$ cat config.mk
export PLATFORM = sky130hd
export DESIGN_NAME = input_skew_buf
export DESIGN_NICKNAME = d
export VERILOG_FILES = /design/src/rtl/systolic_pkg.sv /design/src/rtl/skew_lane.sv /design/src/rtl/input_skew_buf.sv
export SDC_FILE = /design/constraint.sdc
export NUM_CORES = 2
export LEC_CHECK = 0
export BUFFER_PORTS_ARGS = -buffer_cell sky130_fd_sc_hd__buf_2
export CAP_MARGIN = 20
export CORE_MARGIN = 8
export CORE_UTILIZATION = 43
export CTS_CLUSTER_DIAMETER = 40
export CTS_CLUSTER_SIZE = 20
export DETAILED_ROUTE_END_ITERATION = 7
export PLACE_DENSITY = 0.64
export SLEW_MARGIN = 20
export SYNTH_ARGS = -nofsm -noshare
export SYNTH_HDL_FRONTEND = slang
export SYNTH_SLANG_ARGS = --single-unit
$ cat constraint.sdc
create_clock -name clk -period 107.1 [get_ports clk]
set_input_delay 5.355 -clock clk [delete_from_list [all_inputs] [get_ports clk]]
set_output_delay 5.355 -clock clk [all_outputs]
set_load 0.1 [all_outputs]
$ cat src/rtl/systolic_pkg.sv
// Shared types and defaults for the systolic array input path.
// Latency: n/a (declarations only).
// Backpressure: n/a.
package systolic_pkg;

  localparam int SYS_ROW_DEF    = 16;
  localparam int DATA_WIDTH_DEF = 16;

  typedef logic [DATA_WIDTH_DEF-1:0] data_t;

  typedef enum logic [1:0] {
    IDLE,
    STREAM,
    DRAIN
  } skew_state_t;

endpackage

$ cat src/rtl/skew_lane.sv
// Resettable shift register of DEPTH stages, WIDTH bits per stage.
// Latency: DEPTH cycles from d to q.
// Backpressure: none; shifts every cycle.
module skew_lane #(
  parameter int DEPTH = 1,
  parameter int WIDTH = 1
) (
  input  logic             clk,
  input  logic             rst,
  input  logic [WIDTH-1:0] d,
  output logic [WIDTH-1:0] q
);

  logic [WIDTH-1:0] stg [0:DEPTH-1];

  // Shift one stage per cycle; reset empties the whole line.
  always_ff @(posedge clk or posedge rst) begin
    if (rst) begin
      for (int i = 0; i < DEPTH; i++) stg[i] <= '0;
    end else begin
      stg[0] <= d;
      for (int i = 1; i < DEPTH; i++) stg[i] <= stg[i-1];
    end
  end

  assign q = stg[DEPTH-1];

endmodule

$ cat src/rtl/input_skew_buf.sv
// Skews each read row so lane r lags by r cycles, forming the array's diagonal wavefront.
// Latency: lane r output r+1 cycles after input; lane SYS_ROW-1 after SYS_ROW cycles.
// Backpressure: none; every valid vector is accepted, bubbles propagate as zero data.
module input_skew_buf
  import systolic_pkg::*;
#(
  parameter int SYS_ROW    = SYS_ROW_DEF,
  parameter int DATA_WIDTH = DATA_WIDTH_DEF
) (
  input  logic                  clk,
  input  logic                  rst,
  input  logic                  in_valid,
  input  logic                  in_last,
  input  logic [DATA_WIDTH-1:0] in_data   [0:SYS_ROW-1],
  output logic [DATA_WIDTH-1:0] out_data  [0:SYS_ROW-1],
  output logic [SYS_ROW-1:0]    out_valid,
  output logic                  out_last,
  output logic                  busy,
  output logic                  done
);

  localparam int CNT_W = $clog2(SYS_ROW + 1);
  localparam logic [CNT_W-1:0] CNT_FULL = CNT_W'(SYS_ROW);
  localparam logic [CNT_W-1:0] CNT_ONE  = CNT_W'(1);

  skew_state_t      state, next_state;
  logic [CNT_W-1:0] drain_cnt, next_cnt;
  logic             done_nxt;
  logic             vld_last;

  // in_last only counts when it qualifies a valid vector.
  assign vld_last = in_valid & in_last;

  for (genvar r = 0; r < SYS_ROW; r++) begin : g_lane
    if (r == SYS_ROW - 1) begin : g_tail
      // Deepest lane also carries the last flag so out_last lines up with its element.
      logic [DATA_WIDTH+1:0] lane_d, lane_q;
      assign lane_d = in_valid ? {vld_last, 1'b1, in_data[r]} : '0;
      skew_lane #(.DEPTH(r + 1), .WIDTH(DATA_WIDTH + 2)) u_lane (
        .clk (clk),
        .rst (rst),
        .d   (lane_d),
        .q   (lane_q)
      );
      assign out_valid[r] = lane_q[DATA_WIDTH];
      assign out_data[r]  = lane_q[DATA_WIDTH] ? lane_q[DATA_WIDTH-1:0] : '0;
      assign out_last     = lane_q[DATA_WIDTH+1] & lane_q[DATA_WIDTH];
    end else begin : g_body
      logic [DATA_WIDTH:0] lane_d, lane_q;
      assign lane_d = in_valid ? {1'b1, in_data[r]} : '0;
      skew_lane #(.DEPTH(r + 1), .WIDTH(DATA_WIDTH + 1)) u_lane (
        .clk (clk),
        .rst (rst),
        .d   (lane_d),
        .q   (lane_q)
      );
      assign out_valid[r] = lane_q[DATA_WIDTH];
      // Zero data on invalid slots so PEs accumulate nothing from bubbles.
      assign out_data[r]  = lane_q[DATA_WIDTH] ? lane_q[DATA_WIDTH-1:0] : '0;
    end
  end

  // State, drain counter and registered done pulse.
  always_ff @(posedge clk or posedge rst) begin
    if (rst) begin
      state     <= IDLE;
      drain_cnt <= '0;
      done      <= 1'b0;
    end else begin
      state     <= next_state;
      drain_cnt <= next_cnt;
      done      <= done_nxt;
    end
  end

  // Next-state: a last vector arms a SYS_ROW-cycle drain; any new vector reopens the stream.
  always_comb begin
    next_state = state;
    next_cnt   = drain_cnt;
    done_nxt   = 1'b0;
    case (state)
      IDLE: begin
        if (in_valid) begin
          if (in_last) begin
            next_state = DRAIN;
            next_cnt   = CNT_FULL;
          end else begin
            next_state = STREAM;
          end
        end
      end
      STREAM: begin
        if (vld_last) begin
          next_state = DRAIN;
          next_cnt   = CNT_FULL;
        end
      end
      DRAIN: begin
        if (in_valid) begin
          if (in_last) begin
            next_cnt = CNT_FULL;
          end else begin
            next_state = STREAM;
          end
        end else if (drain_cnt == CNT_ONE) begin
          next_state = IDLE;
          next_cnt   = '0;
          done_nxt   = 1'b1;
        end else begin
          next_cnt = drain_cnt - CNT_ONE;
        end
      end
      default: begin
        next_state = IDLE;
        next_cnt   = '0;
      end
    endcase
  end

  assign busy = (state != IDLE);

endmodule

==> impl_metrics.toml <==
[cts]
cts_buffers = 210
path_clk_slew_ns = 0.07
clock-root-buffer = "clkbuf_16"
cts_tree = "done"
insertion_delay_ns = 0.80
cts_setup_buffers = 0
cts_max_path_buffers = 3
h-tree-depth = 4
post_cts_resized = 0
cts_sinks = 2216
cts_hold_buf = 0

[placement]
port_buffers = 534
gp_congestion = 0.7360
dp_hpwl_um = 56140
placed_area_um2 = 64060

[power_and_ir_drop]
leakagePower_nw = 36.35
power_density_nw_per_um2 = 24.18
ir_worst_vdd_uv = 18.21

[routing]
wl_um = 95270
wl_per_cell_um = 17.23
drt-initial-drc-count = 1367
drt_first_pass_iters = 4
vias = 23200
drc = 0
ant_nets = 0
viasPerCell = 4.194

[die]
start_util_pct = 43.21
core_um2 = 137000
row_count = 136
die_x_um = 387.0
boundaryPins = 535
dieArea_um2 = 149800
die_height_um = 387.0

[grt]
antenna_found_initial = 25
grt_usage_pct = 12.92
first_global_vias = 26150
grt_overflow = 0
grt_first_pass_wirelength_um = 150900
grt_max_degree = 167

[layout]
fill_cells = 10540
drive_gt1_share_pct = 25.74
syn_to_final_growth_pct = 21.30
fin_area_um2 = 71800
fin_nets = 3807

[setup_path]
start_kind = "primary input"
crit_start = "rst"
r2r_start = "drain_cnt[1]$_DFFE_PP0P_"
crit_type = "primary input to async pin"
critical_path_required_ns = 107.94
slowest_delay_ns = 0.83
end_kind = "async pin"
crit_slowest_cell = "buf_4"
critPathMaxFanout = 155
cpMostUsedCell = "buf_4"
worstPathCellList = "buf_2, clkinv_8, buf_4, buf_4, buf_6, buf_4, buf_6"
arrival_ns = 9.95

[min_path]
hold_path.startpoint = "g_lane[12].g_body.u_lane.stg[71]$_DFF_PP0_"
hp-class = "flip-flop to flip-flop"

[logic_synthesis]
ys_seq_area_share_pct = 93.69
yosysUniqueCellTypes = 22
avgSynthCellArea_um2 = 20.91
syn_area_um2 = 59190
syn_inst = 2830
yosys_warnings = 0
syn-num-nets = 3092
ys_ff_latch = 2216

[timing]
setup_viol = 0
final.setup.tns_ns = 0
finClkSkew_ns = 0.04928
rsz0062_at_grt = "false"
fin_crit_ns = 9.111
relSlewSlack_pct = 28.82
max_freq_mhz = 109.8
tightest_slew_ns = 1.068
slew_violations = 0
finalHoldViolations = 0
fin_crit_sh_pct = 8.507

[outcome]
status = "completed"

[flow_run]
cap_violations = 0
Yosys cell counts:
cell | number | area [um^2]
or2_2 | 1 | 6.260
nor3_1 | 2 | 10.01
inv_1 | 4 | 15.01
and2_1 | 514 | 3216
o221ai_1 | 1 | 8.760
dfrtp_1 | 2216 | 55450
o21ai_0 | 4 | 20.02
nor2_1 | 3 | 11.26
nor2b_1 | 1 | 6.260
buf_2 | 1 | 5.000
or4b_4 | 1 | 13.76
ha_1 | 2 | 25.02
nand3_2 | 1 | 10.01
nor3b_1 | 3 | 22.52
xnor2_1 | 1 | 8.760
clkbuf_1 | 44 | 165.2
buf_4 | 16 | 120.1
a21oi_1 | 3 | 15.01
nand2_1 | 8 | 30.03
nand2b_1 | 2 | 12.51
a21o_1 | 1 | 7.510
o21bai_1 | 1 | 7.510
metrics by stage:
| stage | hold WS, ns | util (%) | setup slack [ns] | std cells | total power, mW |
|---|---|---|---|---|---|
| floorplan | 0.3312 | - | 39.13 | 2830 | 0.9630 |
| global placement | 0.3310 | 46.77 | 96.26 | 5126 | 0.9751 |
| detailed placement | 0.3347 | 46.77 | 96.08 | 5126 | 0.9785 |
| CTS | 0.2996 | 52.36 | 96.99 | 5523 | 1.765 |
| global route | 0.3158 | 52.40 | 97.16 | 5524 | 1.805 |
| finish | 0.2970 | 52.41 | 97.99 | 5531 | 1.736 |
area by class of cell:
| class | instances | area, um^2 | area share [%] |
|---|---|---|---|
| antenna | 7 | 17.52 | 0.02440 |
| clock buffer | 233 | 5544 | 7.722 |
| clock inverter | 164 | 2115 | 2.945 |
| inverter | 4 | 27.53 | 0.03834 |
| multi-input combinational | 549 | 3431 | 4.779 |
| sequential | 2216 | 55450 | 77.24 |
| tap | 1794 | 2245 | 3.126 |
| timing repair buffer | 564 | 2963 | 4.127 |
cells in the final DEF, fill, tap and decap left out, types with 4 or more instances in the layout:
cell type	Yosys	final
and2_1	514	514
buf_2	1	533
buf_4	16	21
buf_6	0	8
bufinv_16	0	11
clkbuf_1	44	5
clkbuf_16	0	212
clkbuf_8	0	16
clkinv_16	0	5
clkinv_2	0	11
clkinv_4	0	22
clkinv_8	0	22
clkinvlp_4	0	13
dfrtp_1	2216	2216
diode_2	0	7
inv_12	0	10
inv_16	0	8
inv_6	0	34
inv_8	0	29
nand2_1	8	8
o21ai_0	4	4
registers in the layout, indices dropped and copies added (netlist names):
| signal | cells |
|---|---|
| state | 2 |
| g_lane.g_body.u_lane.q | 240 |
| done | 1 |
| g_lane.g_body.u_lane.stg | 1680 |
| g_lane.g_tail.u_lane.q | 18 |
| g_lane.g_tail.u_lane.stg | 270 |
| drain_cnt | 5 |
logic make-up after synthesis:
logic type               count (synthesis)  synth area share [%]
flip-flops                            2216                 93.69
AND/OR/NAND/NOR                        536                 5.640
buffers and inverters                   65                0.5158
AO/OA/AOI/OAI                           10               0.09936
adder cells (fa/ha/maj)                  2               0.04227
XOR/XNOR                                 1               0.01480
critical path, delay by kind of cell:
family	cells	cell delay (ns)
buf+inv	7	4.31
final timing paths:
path / end / slack (ns) / cells after the start
worst max-delay path: g_lane[6].g_body.u_lane.stg[113]$_DFF_PP0_ / 97.99 / 7
worst min-delay path: g_lane[12].g_body.u_lane.stg[54]$_DFF_PP0_ / 0.30 / 0
worst max register to register: drain_cnt[2]$_DFFE_PP0P_ / 105.45 / 6
worst min register to register: g_lane[12].g_body.u_lane.stg[54]$_DFF_PP0_ / 0.30 / 0
max in group clk: out_data[83] / 99.21 / 3
min in group asynchronous: g_lane[15].g_tail.u_lane.stg[266]$_DFF_PP0_ / 4.67 / 2
power breakdown:
part	internal [mW]	leakage [nW]	switching [mW]
Clock	0.425	3.71	0.350
Combinational	0.0122	4.10	0.0556
Sequential	0.879	28.5	0.0143
routing by layer:
metal	GRT usage [%]	routed length, um
met5	0	105
met4	5.481	3430
met3	4.163	6126
met2	20.53	46700
met1	16.50	38920
(Power assumes the default switching activity.)
